`config.mk`:
```
export PLATFORM = sky130hd
export DESIGN_NAME = boot_load_sequencer
export DESIGN_NICKNAME = d
export VERILOG_FILES = /design/src/rtl/boot_load_sequencer.sv
export SDC_FILE = /design/constraint.sdc
export NUM_CORES = 1
export LEC_CHECK = 0
export BUFFER_PORTS_ARGS = -buffer_cell sky130_fd_sc_hd__buf_2
export CORE_ASPECT_RATIO = 1.1
export CORE_UTILIZATION = 45
export CTS_CLUSTER_DIAMETER = 60
export DETAILED_ROUTE_END_ITERATION = 10
export PLACE_DENSITY_LB_ADDON = 0.1
export SYNTH_ARGS = -nofsm -noshare
export SYNTH_HDL_FRONTEND = slang
export SYNTH_SLANG_ARGS = --single-unit
```
`constraint.sdc`:
```
create_clock -name RCU_Clk -period 2.1 [get_ports RCU_Clk]
set_input_delay 0.315 -clock RCU_Clk [delete_from_list [all_inputs] [get_ports RCU_Clk]]
set_output_delay 0.315 -clock RCU_Clk [all_outputs]
set_load 0.01 [all_outputs]
```
`src/rtl/boot_load_sequencer.sv`:
```
// Loads a length-prefixed little-endian byte stream into instruction memory, then releases the core.
// Mem write one cycle after a word's 4th byte; no backpressure, one byte per cycle is always accepted.
module boot_load_sequencer #(
    parameter int ADDR_W  = 8,
    parameter int TIMEOUT = 100000
) (
    input  logic              RCU_Clk,
    input  logic              RCU_Reset,
    input  logic              BLS_Start,
    input  logic              BLS_Bypass,
    input  logic [7:0]        BLS_Rx_Data,
    input  logic              BLS_Rx_Valid,
    output logic              BLS_Mem_Wr,
    output logic [ADDR_W-1:0] BLS_Mem_Addr,
    output logic [31:0]       BLS_Mem_Data,
    output logic              BLS_Core_Run,
    output logic              BLS_Busy,
    output logic              BLS_Err
);

    typedef enum logic [2:0] {
        S_IDLE, S_LEN0, S_LEN1, S_DATA, S_DONE, S_RUN, S_ERROR
    } state_t;

    localparam int                CNT_W   = $clog2(TIMEOUT + 1);
    localparam logic [CNT_W-1:0]  TO_LAST = CNT_W'(TIMEOUT - 1);
    localparam logic [16:0]       CAP     = 17'(1) << ADDR_W;

    state_t              state_q, state_d;
    logic [7:0]          len_lo_q;
    logic [ADDR_W-1:0]   last_q;
    logic [ADDR_W-1:0]   addr_q;
    logic [1:0]          idx_q;
    logic [23:0]         word_q;
    logic [CNT_W-1:0]    cnt_q;
    logic                mem_wr_q;
    logic [ADDR_W-1:0]   mem_addr_q;
    logic [31:0]         mem_data_q;

    logic [15:0] n_full;
    logic        timeout;
    logic        take_len0, take_len1, take_data;

    assign n_full    = {BLS_Rx_Data, len_lo_q};
    // The expiring edge is the one that would bring the idle count up to TIMEOUT.
    assign timeout   = (cnt_q == TO_LAST) && !BLS_Rx_Valid;
    assign take_len0 = (state_q == S_LEN0) && BLS_Rx_Valid;
    assign take_len1 = (state_q == S_LEN1) && BLS_Rx_Valid;
    assign take_data = (state_q == S_DATA) && BLS_Rx_Valid;

    always_comb begin
        state_d = state_q;
        case (state_q)
            S_IDLE: begin
                if (BLS_Bypass)     state_d = S_RUN;
                else if (BLS_Start) state_d = S_LEN0;
            end
            S_LEN0: if (BLS_Rx_Valid) state_d = S_LEN1;
            S_LEN1: begin
                if (BLS_Rx_Valid) begin
                    if (n_full == 16'd0)          state_d = S_RUN;
                    else if ({1'b0, n_full} > CAP) state_d = S_ERROR;
                    else                           state_d = S_DATA;
                end else if (timeout) begin
                    state_d = S_ERROR;
                end
            end
            S_DATA: begin
                // Leave only once the final word's strobe is on the bus.
                if (mem_wr_q && (mem_addr_q == last_q)) state_d = S_DONE;
                else if (timeout)                       state_d = S_ERROR;
            end
            S_DONE:  state_d = S_RUN;
            S_RUN:   state_d = S_RUN;
            S_ERROR: state_d = S_ERROR;
            default: state_d = S_IDLE;
        endcase
    end

    always_ff @(posedge RCU_Clk or negedge RCU_Reset) begin
        if (!RCU_Reset) begin
            state_q <= S_IDLE;
        end else begin
            state_q <= state_d;
        end
    end

    always_ff @(posedge RCU_Clk or negedge RCU_Reset) begin
        if (!RCU_Reset) begin
            len_lo_q   <= '0;
            last_q     <= '0;
            addr_q     <= '0;
            idx_q      <= '0;
            word_q     <= '0;
            cnt_q      <= '0;
            mem_wr_q   <= 1'b0;
            mem_addr_q <= '0;
            mem_data_q <= '0;
        end else begin
            mem_wr_q <= 1'b0;
            if (take_len0) len_lo_q <= BLS_Rx_Data;
            if (take_len1) begin
                last_q <= ADDR_W'(n_full - 16'd1);
                addr_q <= '0;
                idx_q  <= '0;
            end
            if (take_data) begin
                idx_q <= idx_q + 2'd1;
                if (idx_q == 2'd3) begin
                    mem_wr_q   <= 1'b1;
                    mem_addr_q <= addr_q;
                    mem_data_q <= {BLS_Rx_Data, word_q};
                    addr_q     <= addr_q + ADDR_W'(1);
                end else begin
                    word_q <= {BLS_Rx_Data, word_q[23:8]};
                end
            end
            if ((state_q == S_LEN1) || (state_q == S_DATA)) begin
                if (BLS_Rx_Valid) cnt_q <= '0;
                else              cnt_q <= cnt_q + CNT_W'(1);
            end else begin
                cnt_q <= '0;
            end
        end
    end

    assign BLS_Mem_Wr   = mem_wr_q;
    assign BLS_Mem_Addr = mem_addr_q;
    assign BLS_Mem_Data = mem_data_q;
    assign BLS_Core_Run = (state_q == S_RUN);
    assign BLS_Busy     = (state_q == S_LEN0) || (state_q == S_LEN1) || (state_q == S_DATA);
    assign BLS_Err      = (state_q == S_ERROR);

endmodule

```
; ---- After elaboration in Yosys (flattened, before gate mapping)
; Index checks and enable logic that the tools add are counted.
[word_totals]
regBits = 111
inputBits = 13
[op_classes]
reduce_logical = 16
n_eq_ne = 11
mux = 18
order_cmp = 1
n_addsub = 4
bitwise = 1
[op_table]
columns = cell, count
row1 = two-way mux 17 bit, 2
row2 = two-way mux 3 bit, 8
row3 = two-way mux 8 bit, 3
row4 = one-hot mux 3 bit (6 select lines), 1
row5 = adder 17 x 1 -> 17 bit (second input constant), 1
row6 = equality test 17 bit (second input constant), 1
row7 = greater-than comparator 16 x 9 -> 1 bit (second input constant), 1
row8 = logical NOT 16 bit, 1
row9 = equality test 3 bit (second input constant), 3
row10 = adder 8 x 1 -> 8 bit (second input constant), 1
row11 = equality test 8 bit, 1
row12 = subtractor 8 x 1 -> 8 bit (second input constant), 1
row13 = equality test 3 x 2 -> 1 bit (second input constant), 2
row14 = AND reduction 2 bit, 3
row15 = logical AND 1 bit, 5
row16 = two-way mux 2 bit, 2
row17 = equality test 3 x 1 -> 1 bit (second input constant), 1
row18 = logical NOT 3 bit, 1
row19 = logical OR 1 bit, 3
row20 = inequality test 3 bit (second input constant), 1
row21 = adder 2 x 1 -> 2 bit (second input constant), 1
row22 = equality test 2 bit (second input constant), 1
row23 = two-way mux 1 bit, 2
row24 = inequality test 2 bit (second input constant), 1
row25 = 4 further kinds, 4

; ---- Logic depth before layout (Yosys ltp)
[logic_depth]
word_depth = 5
mapped_depth = 7
ltp_nobuf = 7

; ---- Worst setup path before layout
; No wires, ideal clock.
[synth_path]
path_kind = reg2reg
startpoint = register len_lo_q[0]
endpoint = register state_q[1]
path_slack_ps = -237
stages_incl_launch_ff = 8
arrival_time_ps = 2202
n_path_buf = 0
synth_period_minus_slack_ps = 2337
path_cell_list = dfrtp_1 -> inv_1 -> ha_1 -> or4b_4 -> or4_4 -> or4_1 -> a21oi_1 -> o21ai_1
[synth_between]
elab_chain_cells = 4
[synth_rtl]
columns = element, line
row1 = start: declaration, 30  ; logic [7:0] len_lo_q;
row2 = start signal: assignment, 101  ; if (take_len0) len_lo_q <= BLS_Rx_Data;
row3 = logical NOT 16 bit, 61  ; if (n_full == 16'd0) state_d = S_RUN;
row4 = two-way mux 3 bit, 61
row5 = two-way mux 3 bit, 60  ; if (BLS_Rx_Valid) begin
row6 = one-hot mux 3 bit (6 select lines), 53  ; case (state_q)
row7 = end signal: assignment, 84  ; state_q <= state_d;
row8 = end: declaration, 29  ; state_t state_q, state_d;
; Every way passes these cells.
; A chain may end at the register's enable or synchronous reset.

; ---- Worst setup path after layout
[layout_path]
startpoint = register len_lo_q[1]
endpoint = register state_q[1]
; The elaborated chain is that of the path after synthesis.

==> flow_summary.ini <==
[power]
switchingPower_mw = 1.302
switching_share_pct = 27.69
intPower_mw = 3.401
seq_power_share_pct = 53.9
combPwrFrac_pct = 19.8
peakVddDrop_mv = 0.3819
p_leak_nw = 2.866
clkPwrFrac_pct = 26.3
pwr_density_cell_nw_per_um2 = 849.9

[route]
wl_met2_um = 4485
wl_per_cell_um = 13.85
ant_nets = 0
vias = 3380
drc = 0
routed.top_layer = met4
wl_met3_um = 230
drt-initial-drc-count = 225
wl_met1_um = 4552
drtPass1Iterations = 4
drt-vias-per-instance = 4.971
drt-total-wl_um = 9415

[sta]
clock.fmax_ghz = 0.4339
worst_slack_ns = -0.2046
tightest_slew_ns = 0.5743
holdWs_ns = 0.2052
max-slew-margin-rel_pct = 61.71
finalHoldViolCount = 0
fin_worst_skew_ns = 0.01106
fin_crit_ns = 2.305
drv_slew = 0
setup_viol = 2
final.period_utilization_pct = 109.7
rsz0062_at_grt = yes

[global_route]
grt_max_degree = 98
grt_pass1_wl_um = 16500
grt_use_total_pct = 19.33
grt_pass1_vias = 3408
antenna_found_initial = 0
overflow = 0

[cells_and_area]
nets = 553
nFillCells = 914
design_area_um2 = 5534
n_antenna_cell = 0
most-common-layout-cells = nand2_1 (144), dfrtp_1 (111), buf_2 (55)
final_common_cell = nand2_1
final_cell_count_no_fill = 680
syn_to_final_growth_pct = 16.73
drive_gt1_share_pct = 24.07
final_core_util_pct = 55.16

[critical_path]
r2r-end = state_q[1]$_DFFE_PN0P_
crit_cells = 7
startpoint = len_lo_q[1]$_DFFE_PN0P_
crit_required_ns = 2.35
criticalPathCategory = reg -> reg
r2r_cells = 7
crit_path_end_kind = flop
critPathMaxStageDelay_ns = 0.49
cp_cell_sequence = inv_2 -> ha_4 -> or4b_4 -> or4_4 -> or4_4 -> a21oi_2 -> o21ai_1
crit_end = state_q[1]$_DFFE_PN0P_
worst-path-max-fanout = 2
r2r_slack_ns = -0.20
critPathBufInv = 1
worst_path_most_repeated_cell = or4_4
start_kind = flop
cpMaxStageDelayCell = or4_4
cp.arrival_ns = 2.56
timing.rr.start = len_lo_q[1]$_DFFE_PN0P_
path_delay_family = simple AND/OR/NAND/NOR gates

[placed_design]
port_buffers = 56
hpwlAfterDp_um = 6369
place_area_um2 = 5309
dp_cells = 661
place_congestion = 0.8152

[cts]
clkLatencyLatePin_ns = 0.36
cts.clk_slew.worst_paths_ns = 0.10
cts_sinks = 111
cts_tree = done
ctsRootBufferMaster = clkbuf_8
clockBufferDepth = 2
cts_buffers = 9
htreeDepth = 3

[die]
placementRows = 38
ios = 57
coreArea_um2 = 10030
dieArea_um2 = 10950
die_w_um = 99.87
die_h_um = 109.7
initial_core_util_pct = 47.26

[logic_synthesis]
synth_area_per_cell_um2 = 10.17
synth_area_um2 = 4741
ys_ff_latch = 111
synth_cell_type_count = 37
ys_seq_area_share_pct = 58.59
yosysWarnings = 0
synthCells = 466
synth_nets = 483

[outcome]
violations = setup timing
outcome = complete, but fails checks

[hold_path]
holdCritPathClass = in -> reg

[run]
max_cap_violations = 0
-- power groups by stage --
stage / clock (mW) / combinational [mW] / sequential [mW]
after floorplan: 0 / 0.581 / 2.52
after global placement: 0 / 0.870 / 2.57
after detailed placement: 0 / 0.888 / 2.58
after CTS: 1.27 / 0.924 / 2.54
after global routing: 1.35 / 1.05 / 2.57
final: 1.24 / 0.933 / 2.53
-- per-stage QoR --
| stage | TNS, ns | worst slack, ns | total power, mW |
|---|---|---|---|
| global placement | -0.1928 | -0.1557 | 3.436 |
| global route | -0.5352 | -0.2903 | 4.975 |
| CTS | -0.2825 | -0.1979 | 4.735 |
| floorplan | -0.1607 | -0.1607 | 3.106 |
| detailed placement | -0.2625 | -0.1986 | 3.468 |
| finish | -0.2827 | -0.2046 | 4.703 |
-- layer usage --
layer | vias to the layer above | GRT usage, %
li1 | 1678 | -
met1 | 1644 | 26.96
met2 | 47 | 31.23
met3 | 11 | 2.289
met4 | 0 | 7.248
met5 | - | 0
-- sequential cells by signal, indices dropped and copies added (netlist names) --
register and cells:
BLS_Mem_Wr 1, word_q 24, state_q 3, last_q 8, cnt_q 17, len_lo_q 8, idx_q 2, BLS_Mem_Data 32
BLS_Mem_Addr 8, addr_q 8
-- cells by family after synthesis --
| logic type | Yosys count | synth area share (%) |
|---|---|---|
| xor gates and xnor gates | 28 | 5.173 |
| muxes | 33 | 7.786 |
| and+or+nand+nor | 234 | 21.54 |
| AOI/OAI and AO/OA | 33 | 3.959 |
| buffers and inverters | 23 | 1.900 |
| adders and majority gates | 4 | 1.056 |
| DFF | 111 | 58.59 |
-- worst reg2reg max path: cells and delay by family (launching register included) --
family | cells | cell delay (ns)
compound gates | 2 | 0.20
fa+ha+maj | 1 | 0.14
buf+inv | 1 | 0.09
flops | 1 | 0.40
simple gates | 3 | 1.38
-- final cells by class --
class / instances / area (um^2) / area share [%]
Sequential cell: 111 / 2778 / 50.19
Clock inverter: 5 / 57.56 / 1.040
Multi-Input combinational cell: 332 / 1901 / 34.34
Inverter: 6 / 22.52 / 0.4070
Tap cell: 140 / 175.2 / 3.165
Timing Repair Buffer: 76 / 473.0 / 8.546
Clock buffer: 10 / 127.6 / 2.306
-- worst min path at each step --
stage | startpoint | to | slack [ns] | cells past startpoint
CTS | BLS_Rx_Data[3] | BLS_Mem_Data[27]$_DFFE_PN0P_ | 0.19 | 3
floorplan | RCU_Reset | BLS_Mem_Addr[0]$_DFFE_PN0P_ | 0.02 | 0
finish | BLS_Rx_Data[2] | BLS_Mem_Data[26]$_DFFE_PN0P_ | 0.21 | 3
detailed placement | RCU_Reset | addr_q[5]$_DFF_PN0_ | 0.19 | 1
global placement | RCU_Reset | addr_q[5]$_DFF_PN0_ | 0.19 | 1
global route | BLS_Rx_Data[2] | BLS_Mem_Data[26]$_DFFE_PN0P_ | 0.21 | 3
-- synthesized netlist by cell type, drive strengths merged --
library cell / instances / area (um^2)
nand2: 144 / 540.5
dfrtp: 111 / 2778
nor2: 35 / 131.4
mux2: 31 / 349.1
nand3: 16 / 80.08
xnor2: 14 / 122.6
xor2: 14 / 122.6
o21ai: 13 / 65.06
clkbuf: 12 / 45.04
a21oi: 10 / 50.05
and3: 6 / 37.54
inv: 6 / 22.52
buf: 5 / 22.52
nand4: 5 / 31.28
ha: 4 / 50.05
nor3: 4 / 20.02
nor4: 4 / 25.02
or3: 4 / 25.02
a31oi: 3 / 18.77
and2: 3 / 18.77
and4: 3 / 26.28
o211ai: 3 / 22.52
mux2i: 2 / 20.02
nor2b: 2 / 12.51
nor3b: 2 / 15.01
o31ai: 2 / 15.01
or4: 2 / 18.77
a22o: 1 / 8.760
and3b: 1 / 8.760
nand2b: 1 / 6.260
nor4bb: 1 / 10.01
o21a: 1 / 7.510
or4b: 1 / 13.76
-- repair_timing --
item	4_1_cts	5_1_grt
pin swaps	2	3
buffers inserted	2	1
hold buffers	1	0
setup endpoints to repair	2	3
endpoints found under the hold margin	14	0
resized for setup	0	2
(Power assumes the default switching activity.)
